==> src/rtl/seg_scan_ctrl_pkg.sv <==
// rtl/seg_scan_ctrl_pkg.sv - shared types and constants for the segment scan controller
// Purpose: scan FSM state encoding, blank digit code and decimal-point-off level.
// Ports: none (package).
package seg_scan_ctrl_pkg;

    typedef enum logic {
        ST_DEAD = 1'b0,
        ST_SHOW = 1'b1
    } scan_state_t;

    // Any nibble 10..15 decodes to dark; 4'hF is the one the controller injects.
    localparam logic [3:0] BLANK_CODE = 4'hF;

    localparam logic DP_OFF = 1'b0;

endpackage

==> src/rtl/segment.sv <==
// rtl/segment.sv - BCD code to seven-segment pattern lookup
// Purpose: combinational decode of one 4-bit code to an active-high pattern.
// Ports:
//   code    - 4-bit digit code, 0..9 shown, 10..15 dark
//   pattern - 8-bit segment pattern, bit 7 = dp (always off), bits 6:0 = g..a
module segment
    import seg_scan_ctrl_pkg::*;
(
    input  logic [3:0] code,
    output logic [7:0] pattern
);

    logic [6:0] seg7;

    always_comb begin
        seg7 = 7'h00;
        case (code)
            4'd0:    seg7 = 7'h3f;
            4'd1:    seg7 = 7'h06;
            4'd2:    seg7 = 7'h5b;
            4'd3:    seg7 = 7'h4f;
            4'd4:    seg7 = 7'h66;
            4'd5:    seg7 = 7'h6d;
            4'd6:    seg7 = 7'h7d;
            4'd7:    seg7 = 7'h07;
            4'd8:    seg7 = 7'h7f;
            4'd9:    seg7 = 7'h6f;
            default: seg7 = 7'h00;
        endcase
    end

    assign pattern = {DP_OFF, seg7};

endmodule

==> src/rtl/seg_scan_ctrl.sv <==
// rtl/seg_scan_ctrl.sv - multiplexed seven-segment display scan controller
// Purpose: time-multiplexes NUM_DIG BCD digits onto one segment bus with a
//          dead slot per digit, double-buffered loading, leading-zero
//          blanking and per-digit blinking.
// Ports:
//   clk, rst     - clock, synchronous active-high reset
//   disp_data    - NUM_DIG BCD nibbles, nibble 0 is the rightmost digit
//   disp_valid   - disp_data offered; disp_ready - shadow buffer free
//   blank_lz     - leading-zero blanking enable
//   blink_mask   - per-digit blink enable
//   seg_led      - registered segment pattern, active-high
//   seg_sel      - registered digit enable, active-low
//   frame_done   - pulse in the last cycle of the last digit slot
module seg_scan_ctrl
    import seg_scan_ctrl_pkg::*;
#(
    parameter int NUM_DIG      = 4,
    parameter int DIV          = 50000,
    parameter int BLINK_FRAMES = 64
) (
    input  logic                   clk,
    input  logic                   rst,
    input  logic [4*NUM_DIG-1:0]   disp_data,
    input  logic                   disp_valid,
    output logic                   disp_ready,
    input  logic                   blank_lz,
    input  logic [NUM_DIG-1:0]     blink_mask,
    output logic [7:0]             seg_led,
    output logic [NUM_DIG-1:0]     seg_sel,
    output logic                   frame_done
);

    localparam int PW = $clog2(DIV);
    localparam int IW = $clog2(NUM_DIG);
    localparam int BW = (BLINK_FRAMES > 1) ? $clog2(BLINK_FRAMES) : 1;

    localparam logic [PW-1:0] PRE_LAST   = PW'(DIV - 1);
    localparam logic [IW-1:0] IDX_LAST   = IW'(NUM_DIG - 1);
    localparam logic [BW-1:0] BLINK_LAST = BW'(BLINK_FRAMES - 1);

    scan_state_t                state;
    scan_state_t                state_nxt;
    logic [PW-1:0]              pre;
    logic [IW-1:0]              idx;
    logic [BW-1:0]              blink_cnt;
    logic                       blink_phase;
    logic                       pending;
    logic [NUM_DIG-1:0][3:0]    active;
    logic [NUM_DIG-1:0][3:0]    shadow;

    logic                       slot_end;
    logic                       frame_end;
    logic                       load;
    logic [NUM_DIG-1:0]         lz_mask;
    logic                       zero_run;
    logic                       blank_now;
    logic [3:0]                 cur_code;
    logic [7:0]                 seg_pat;
    logic [NUM_DIG-1:0]         dig_onehot;
    logic [NUM_DIG-1:0]         sel_nxt;
    logic [7:0]                 led_nxt;

    assign slot_end   = (pre == PRE_LAST);
    assign frame_end  = slot_end && (idx == IDX_LAST);
    assign frame_done = frame_end;
    assign disp_ready = ~pending;
    assign load       = disp_valid && ~pending;

    // lz_mask[k] is set when digit k and every digit above it are zero,
    // i.e. digit k is a leading zero (digit 0 is exempted below).
    always_comb begin
        zero_run = 1'b1;
        lz_mask  = '0;
        for (int k = NUM_DIG - 1; k >= 0; k--) begin
            zero_run   = zero_run && (active[k] == 4'h0);
            lz_mask[k] = zero_run;
        end
    end

    always_comb begin
        blank_now = (blank_lz && (idx != '0) && lz_mask[idx])
                 || (blink_phase && blink_mask[idx]);
        cur_code  = blank_now ? BLANK_CODE : active[idx];
    end

    segment u_segment (
        .code    (cur_code),
        .pattern (seg_pat)
    );

    assign dig_onehot = NUM_DIG'(1) << idx;

    // Output registers are loaded from the next-state view so that the
    // registered seg_sel/seg_led always match the FSM state they belong to.
    always_comb begin
        state_nxt = state;
        sel_nxt   = '1;
        led_nxt   = 8'h00;
        case (state)
            ST_DEAD: if (!slot_end) state_nxt = ST_SHOW;
            ST_SHOW: if (slot_end)  state_nxt = ST_DEAD;
            default: state_nxt = ST_DEAD;
        endcase
        if (state_nxt == ST_SHOW) begin
            sel_nxt = ~dig_onehot;
            led_nxt = seg_pat;
        end
    end

    always_ff @(posedge clk) begin
        if (rst) begin
            state   <= ST_DEAD;
            seg_sel <= '1;
            seg_led <= 8'h00;
        end else begin
            state   <= state_nxt;
            seg_sel <= sel_nxt;
            seg_led <= led_nxt;
        end
    end

    always_ff @(posedge clk) begin
        if (rst) begin
            pre <= '0;
            idx <= '0;
        end else if (slot_end) begin
            pre <= '0;
            idx <= (idx == IDX_LAST) ? '0 : idx + IW'(1);
        end else begin
            pre <= pre + PW'(1);
        end
    end

    always_ff @(posedge clk) begin
        if (rst) begin
            blink_cnt   <= '0;
            blink_phase <= 1'b0;
        end else if (frame_end) begin
            if (blink_cnt == BLINK_LAST) begin
                blink_cnt   <= '0;
                blink_phase <= ~blink_phase;
            end else begin
                blink_cnt <= blink_cnt + BW'(1);
            end
        end
    end

    // Load into shadow needs pending clear; promotion needs pending set, so
    // the two can never collide. A load in the frame_done cycle waits a frame.
    always_ff @(posedge clk) begin
        if (rst) begin
            pending <= 1'b0;
            active  <= {NUM_DIG{BLANK_CODE}};
            shadow  <= {NUM_DIG{BLANK_CODE}};
        end else if (load) begin
            shadow  <= disp_data;
            pending <= 1'b1;
        end else if (frame_end && pending) begin
            active  <= shadow;
            pending <= 1'b0;
        end
    end

endmodule

==> config.mk <==
export PLATFORM = sky130hd
export DESIGN_NAME = seg_scan_ctrl
export DESIGN_NICKNAME = d
export VERILOG_FILES = /design/src/rtl/seg_scan_ctrl_pkg.sv /design/src/rtl/segment.sv /design/src/rtl/seg_scan_ctrl.sv
export SDC_FILE = /design/constraint.sdc
export NUM_CORES = 1
export LEC_CHECK = 0
export CAP_MARGIN = 5
export CELL_PAD_IN_SITES_DETAIL_PLACEMENT = 2
export CELL_PAD_IN_SITES_GLOBAL_PLACEMENT = 2
export CORE_MARGIN = 8
export CORE_UTILIZATION = 39
export DETAILED_ROUTE_END_ITERATION = 8
export DONT_BUFFER_PORTS = 1
export PLACE_DENSITY_LB_ADDON = 0.12
export SYNTH_ARGS = -nofsm -noshare
export SYNTH_HDL_FRONTEND = slang
export SYNTH_SLANG_ARGS = --single-unit
==> constraint.sdc <==
create_clock -name clk -period 3.3 [get_ports clk]
set_clock_uncertainty 0.15 [all_clocks]
set_input_delay 0.99 -clock clk [delete_from_list [all_inputs] [get_ports clk]]
set_output_delay 0.99 -clock clk [all_outputs]
set_load 0.005 [all_outputs]
After elaboration in Yosys (flattened, before gate mapping)
Memory sizes are Yosys's and may differ from the RTL's. A register that Yosys moved wholly into a read port is not among the register bits.
Cells that the tools add are included.
- magnitude comparators: 1
- equal/unequal tests: 3
- multipliers: 0
- shift-type cells: 1
- multiplexer cells: 11
- bitwise logic cells: 4
- reductions and logical operators: 19
- divide/modulo/power cells: 0
- add/sub/neg operators: 3
- operators by type and width (cell ; count):
    16-bit by 1-bit adder with 16-bit output, second input constant ; 1
    16-bit == test, second input constant ; 1
    4-bit zero test ; 4
    1-bit logical AND ; 9
    4-bit binary-select mux with 2-bit select ; 1
    4-bit 2-to-1 mux ; 2
    6-bit by 1-bit adder with 6-bit output, second input constant ; 1
    6-bit == test, second input constant ; 1
    6-bit 2-to-1 mux ; 1
    1-bit binary-select mux with 2-bit select ; 2
    1-bit 2-to-1 mux ; 4
    4-bit NOT ; 1
    2-bit AND reduction ; 2
    2-bit nonzero test ; 2
    1-bit by 2-bit << shifter with 4-bit output, first input constant ; 1
    2-bit by 3-bit < comparator with 1-bit output, second input constant ; 1
    1-bit NOT ; 3
    2-bit by 1-bit adder with 2-bit output, second input constant ; 1
    2-bit == test, second input constant ; 1
    2-bit 2-to-1 mux ; 1
    2-bit OR reduction ; 1
    1-bit logical OR ; 1
- flip-flop bits (word level): 63
- ROM bits: 112
- latch bits: 0
- bits of input ports: 24
- output and inout port bits: 14
- word-level logic and storage cells: 58
- memories kept: 1
- memory bits (writable): 0
- memories (name ; depth ; width ; rd ports ; clocked after memory_dff ; wr ports ; line ; RTL):
    (name not given) ; 16 ; 7 ; 1 ; 1 ; 0 ; segment.sv:17 ; case (code)

Longest topological paths before layout
- depth in word-level cells: 9
- depth in mapped cells: 13
- gate-level depth less buffers: 11

Modules after synthesis
Synthesis repeated with hierarchy kept, for this count alone.
- cell total of the unflattened synthesis: 349
- area, all modules: 3219.3 um2
- modules (own cells, without submodules) (module ; area an instance (um2) ; instances ; seq. area each (um2) ; cells an instance):
    seg_scan_ctrl ; 2989.1 ; 1 ; 1401.3 ; 319
    segment ; 230.2 ; 1 ; 0.0 ; 30

Least setup slack after synthesis
OpenSTA, ideal clock, no wires.
- path type: input-to-reg
- start: input blink_mask[3]
- end: register seg_led[3]
- arrival time: 2.714 ns
- setup slack: 0.314 ns
- buffers on the path: 0
- stages: 8
- data required time: 3.028 ns
- setup time: 0.122 ns
- path through: mux4_2 > and2_4 > or3_2 > ha_1 > inv_1 > mux2i_1 > o21ai_0 > nor3_2
- longest elaborated chain between the ends: 5
- RTL lines (item ; line ; RTL):
    start: declaration ; seg_scan_ctrl.sv:27 ; input logic [NUM_DIG-1:0] blink_mask,
    1-bit binary-select mux with 2-bit select ; seg_scan_ctrl.sv:82 ; || (blink_phase && blink_mask[idx]);
    1-bit 2-to-1 mux (implied by the code) ; seg_scan_ctrl.sv:82 ;
    1-bit logical AND ; seg_scan_ctrl.sv:82 ;
    1-bit logical OR ; seg_scan_ctrl.sv:82 ;
    4-bit 2-to-1 mux ; seg_scan_ctrl.sv:83 ; cur_code = blank_now ? BLANK_CODE : active[idx];
    end: declaration ; seg_scan_ctrl.sv:28 ; output logic [7:0] seg_led,
Every way passes these cells. The select of a mux whose other input is x is not followed.
A chain may end at the register's enable or synchronous reset.

Worst setup path in the final report
- start: register pre[0]
- end: output frame_done
- longest elaborated chain between the ends: 2
- RTL lines (item ; line ; RTL):
    start: declaration ; seg_scan_ctrl.sv:43 ; logic [PW-1:0] pre;
    start signal: assignment ; seg_scan_ctrl.sv:130 ; pre <= pre + PW'(1);
    16-bit == test ; seg_scan_ctrl.sv:63 ; assign slot_end = (pre == PRE_LAST);
    1-bit logical AND ; seg_scan_ctrl.sv:64 ; assign frame_end = slot_end && (idx == IDX_LAST);
    end: declaration ; seg_scan_ctrl.sv:30 ; output logic frame_done
Every way passes these cells.

==> impl_metrics.py <==
metrics = {
    "run_status": {
        "outcome": "complete, no violations",
    },
    "setup_path": {
        "cp_data_arrival_time_ns": 1.76,
        "required_ns": 2.16,
        "startpoint_type": "flip-flop",
        "cp-end-kind": "output port",
        "path_class": "reg -> out",
        "cp_max_fo": 6,
    },
    "grt": {
        "grt_pass1_wl_um": 14000,
        "grt_use_total": 0.153,
        "antenna_found_initial": 0,
        "grt_remaining_overflow": 0,
        "grt_max_degree": 35,
        "grt_pass1_vias": 2765,
    },
    "clocking": {
        "clkSinkCount": 69,
        "htreeDepth": 3,
        "cts_tree": "built",
        "clk_path_buf_depth": 2,
        "ctsHoldBuffers": 0,
        "clock_latency_ns": 0.35,
        "cts_setup_buffers": 0,
        "cts_root_buffer": "clkbuf_8",
        "numCtsBuffers": 9,
        "path_clk_slew_ns": 0.08,
        "cts_repair_resize_count": 0,
    },
    "sta": {
        "max_freq_mhz": 345,
        "hold_viol": 0,
        "whs_ns": 0.314,
        "min_period_ns": 2.90,
        "fin_crit_sh": 0.879,
        "relSlewSlack": 0.635,
        "setup_viol": 0,
        "rsz0062_at_grt": "false",
        "tightest_slew_ns": 0.543,
        "setup_tns_ns": 0,
        "slew_violations": 0,
    },
    "floorplan": {
        "chipWidth_um": 107,
        "fp-row-count": 33,
        "die_y_um": 107,
        "pin_count": 38,
        "die_area_um2": 11400,
        "core_um2": 8090,
        "start_util": 0.395,
    },
    "synth": {
        "syn_inst": 344,
        "synth_ff_type": "dfxtp_1",
        "async_reset_ff_frac": 0,
        "netlist_area_um2": 3200,
        "yosysWarnings": 0,
        "synth_top_area_cell": "dfxtp_1",
        "synth_edf_count": 0,
        "yosys.cell_types.count": 42,
        "syn_area_per_cell_um2": 9.30,
        "syn_nets": 380,
        "yosysMostFrequentCell": "dfxtp_1",
        "yosysSeqAreaShare": 0.432,
        "ys_top_cells_by_area": "dfxtp_1, mux2i_1, ha_1, o21ai_0, nor4_1",
        "synth_common_cells": "dfxtp_1, nand2_1, o21ai_0",
        "synth_top_cell_area_share": 0.432,
        "ys_ff_latch": 69,
    },
    "place": {
        "hpwl_um": 6050,
        "port_buffers": 0,
        "placed_area_um2": 3280,
        "gp_congestion": 0.767,
    },
    "route": {
        "vias": 2545,
        "drtAntennaViolNets": 0,
        "drt_iter0_drc": 76,
        "drcViolationCount": 0,
        "wl_um": 8460,
        "vias_per_cell": 5.69,
        "dr.pass1.iters": 4,
        "wl_per_cell_um": 18.9,
    },
    "layout": {
        "antennaDiodeCount": 0,
        "area_growth_pct": 9.78,
        "drive_gt1_frac": 0.117,
        "final_nets": 373,
        "design_area_um2": 3510,
    },
    "pwr": {
        "p_seq_frac": 0.499,
        "ir_worst_vdd_uv": 219,
        "internal-power_uw": 1340,
        "power.density_nw_per_um2": 491,
        "power.net_switching_uw": 382,
        "power_frac_comb": 0.036,
        "swShare": 0.222,
        "p_leak_uw": 0.00127,
        "clockPowerShare": 0.465,
    },
    "flow_run": {
        "drv_cap": 0,
    },
    "worst_hold_path": {
        "hold_class": "reg -> reg",
    },
}
-- final cells by class --
type	count	area (µm²)
fillers	918	4580
inverters	10	37.5
clock inverters	5	81.3
well taps	105	131
flip-flops and latches	69	1380
repair buffers	9	67.6
clock buffers	11	151
multi-input cells	238	1660
-- registers in the layout, summed over array words and instances (netlist names) --
| signal | flops |
|---|---|
| active | 16 |
| idx | 2 |
| seg_sel | 4 |
| pending | 1 |
| seg_led | 7 |
| blink_cnt | 6 |
| pre | 16 |
| blink_phase | 1 |
| shadow | 16 |
-- through the flow --
step                      utilization  instances  worst slack (ns)  total power (µW)
after CTS                       0.434        447             0.334              1750
after floorplan                     -        344             0.314               929
after global routing            0.434        447             0.254              1800
after global placement          0.405        431             0.251               938
after detailed placement        0.405        431             0.197               942
final                           0.434        447             0.398              1720
-- final timing paths --
kind | from | endpoint | slack, ns | cells past startpoint
worst max-delay path | pre[0]$_SDFF_PP0_ | frame_done | 0.40 | 4
worst min-delay path | pre[0]$_SDFF_PP0_ | pre[0]$_SDFF_PP0_ | 0.31 | 1
worst max register to register | idx[0]$_SDFFE_PP0N_ | seg_led[3]$_SDFF_PP0_ | 0.56 | 11
worst min register to register | pre[0]$_SDFF_PP0_ | pre[0]$_SDFF_PP0_ | 0.31 | 1
-- power groups by stage --
| stage | combinational, µW | sequential, µW | clock (µW) |
|---|---|---|---|
| after floorplan | 54.1 | 875 | 0 |
| after global placement | 60.2 | 878 | 0 |
| after detailed placement | 63.4 | 879 | 0 |
| after CTS | 63.6 | 860 | 827 |
| after global routing | 69.8 | 861 | 865 |
| final | 62.5 | 859 | 801 |
-- layout by cell type, fill, tap and decap left out, types with 2 or more instances in the layout --
cell,instances
nor4b_1,2
nand3_1,7
xor2_1,8
inv_1,8
nor3_2,7
mux4_2,2
nand4b_1,3
bufinv_16,2
dfxtp_1,69
or3_1,5
buf_4,9
xnor2_1,3
clkinv_1,2
ha_1,12
nor4bb_1,2
nor3_1,3
or4_1,2
nor4_1,20
and4_1,3
mux4_1,3
nor2_1,16
nand2_1,30
or3_2,2
nand4_1,6
o31ai_1,3
o21ai_0,28
a21oi_1,16
clkbuf_8,11
a31oi_1,17
and3_1,6
mux2i_1,20
-- metal layers --
metal	vias up	global-route usage	wire, µm
met3	6	0.0420	302
met5	-	0	0
met4	0	0.0392	46
met2	37	0.249	4050
li1	1231	-	-
met1	1271	0.194	4070
-- cell families after synthesis --
kind of cell | share of synthesized area
AND/OR/NAND/NOR | 0.217
flip-flops | 0.432
AO/OA/AOI/OAI | 0.117
buffers and inverters | 0.0512
multiplexers | 0.105
adder cells (fa/ha/maj) | 0.0469
XOR/XNOR | 0.0301
other | 0.00117
-- critical path, stage by stage (launching register included) --
cell,delay [ns]
dfxtp_1,0.36
ha_1,0.30
and3_1,0.29
nand4_1,0.15
nor2_1,0.30
Note: power is estimated with default switching activity, not from simulation.
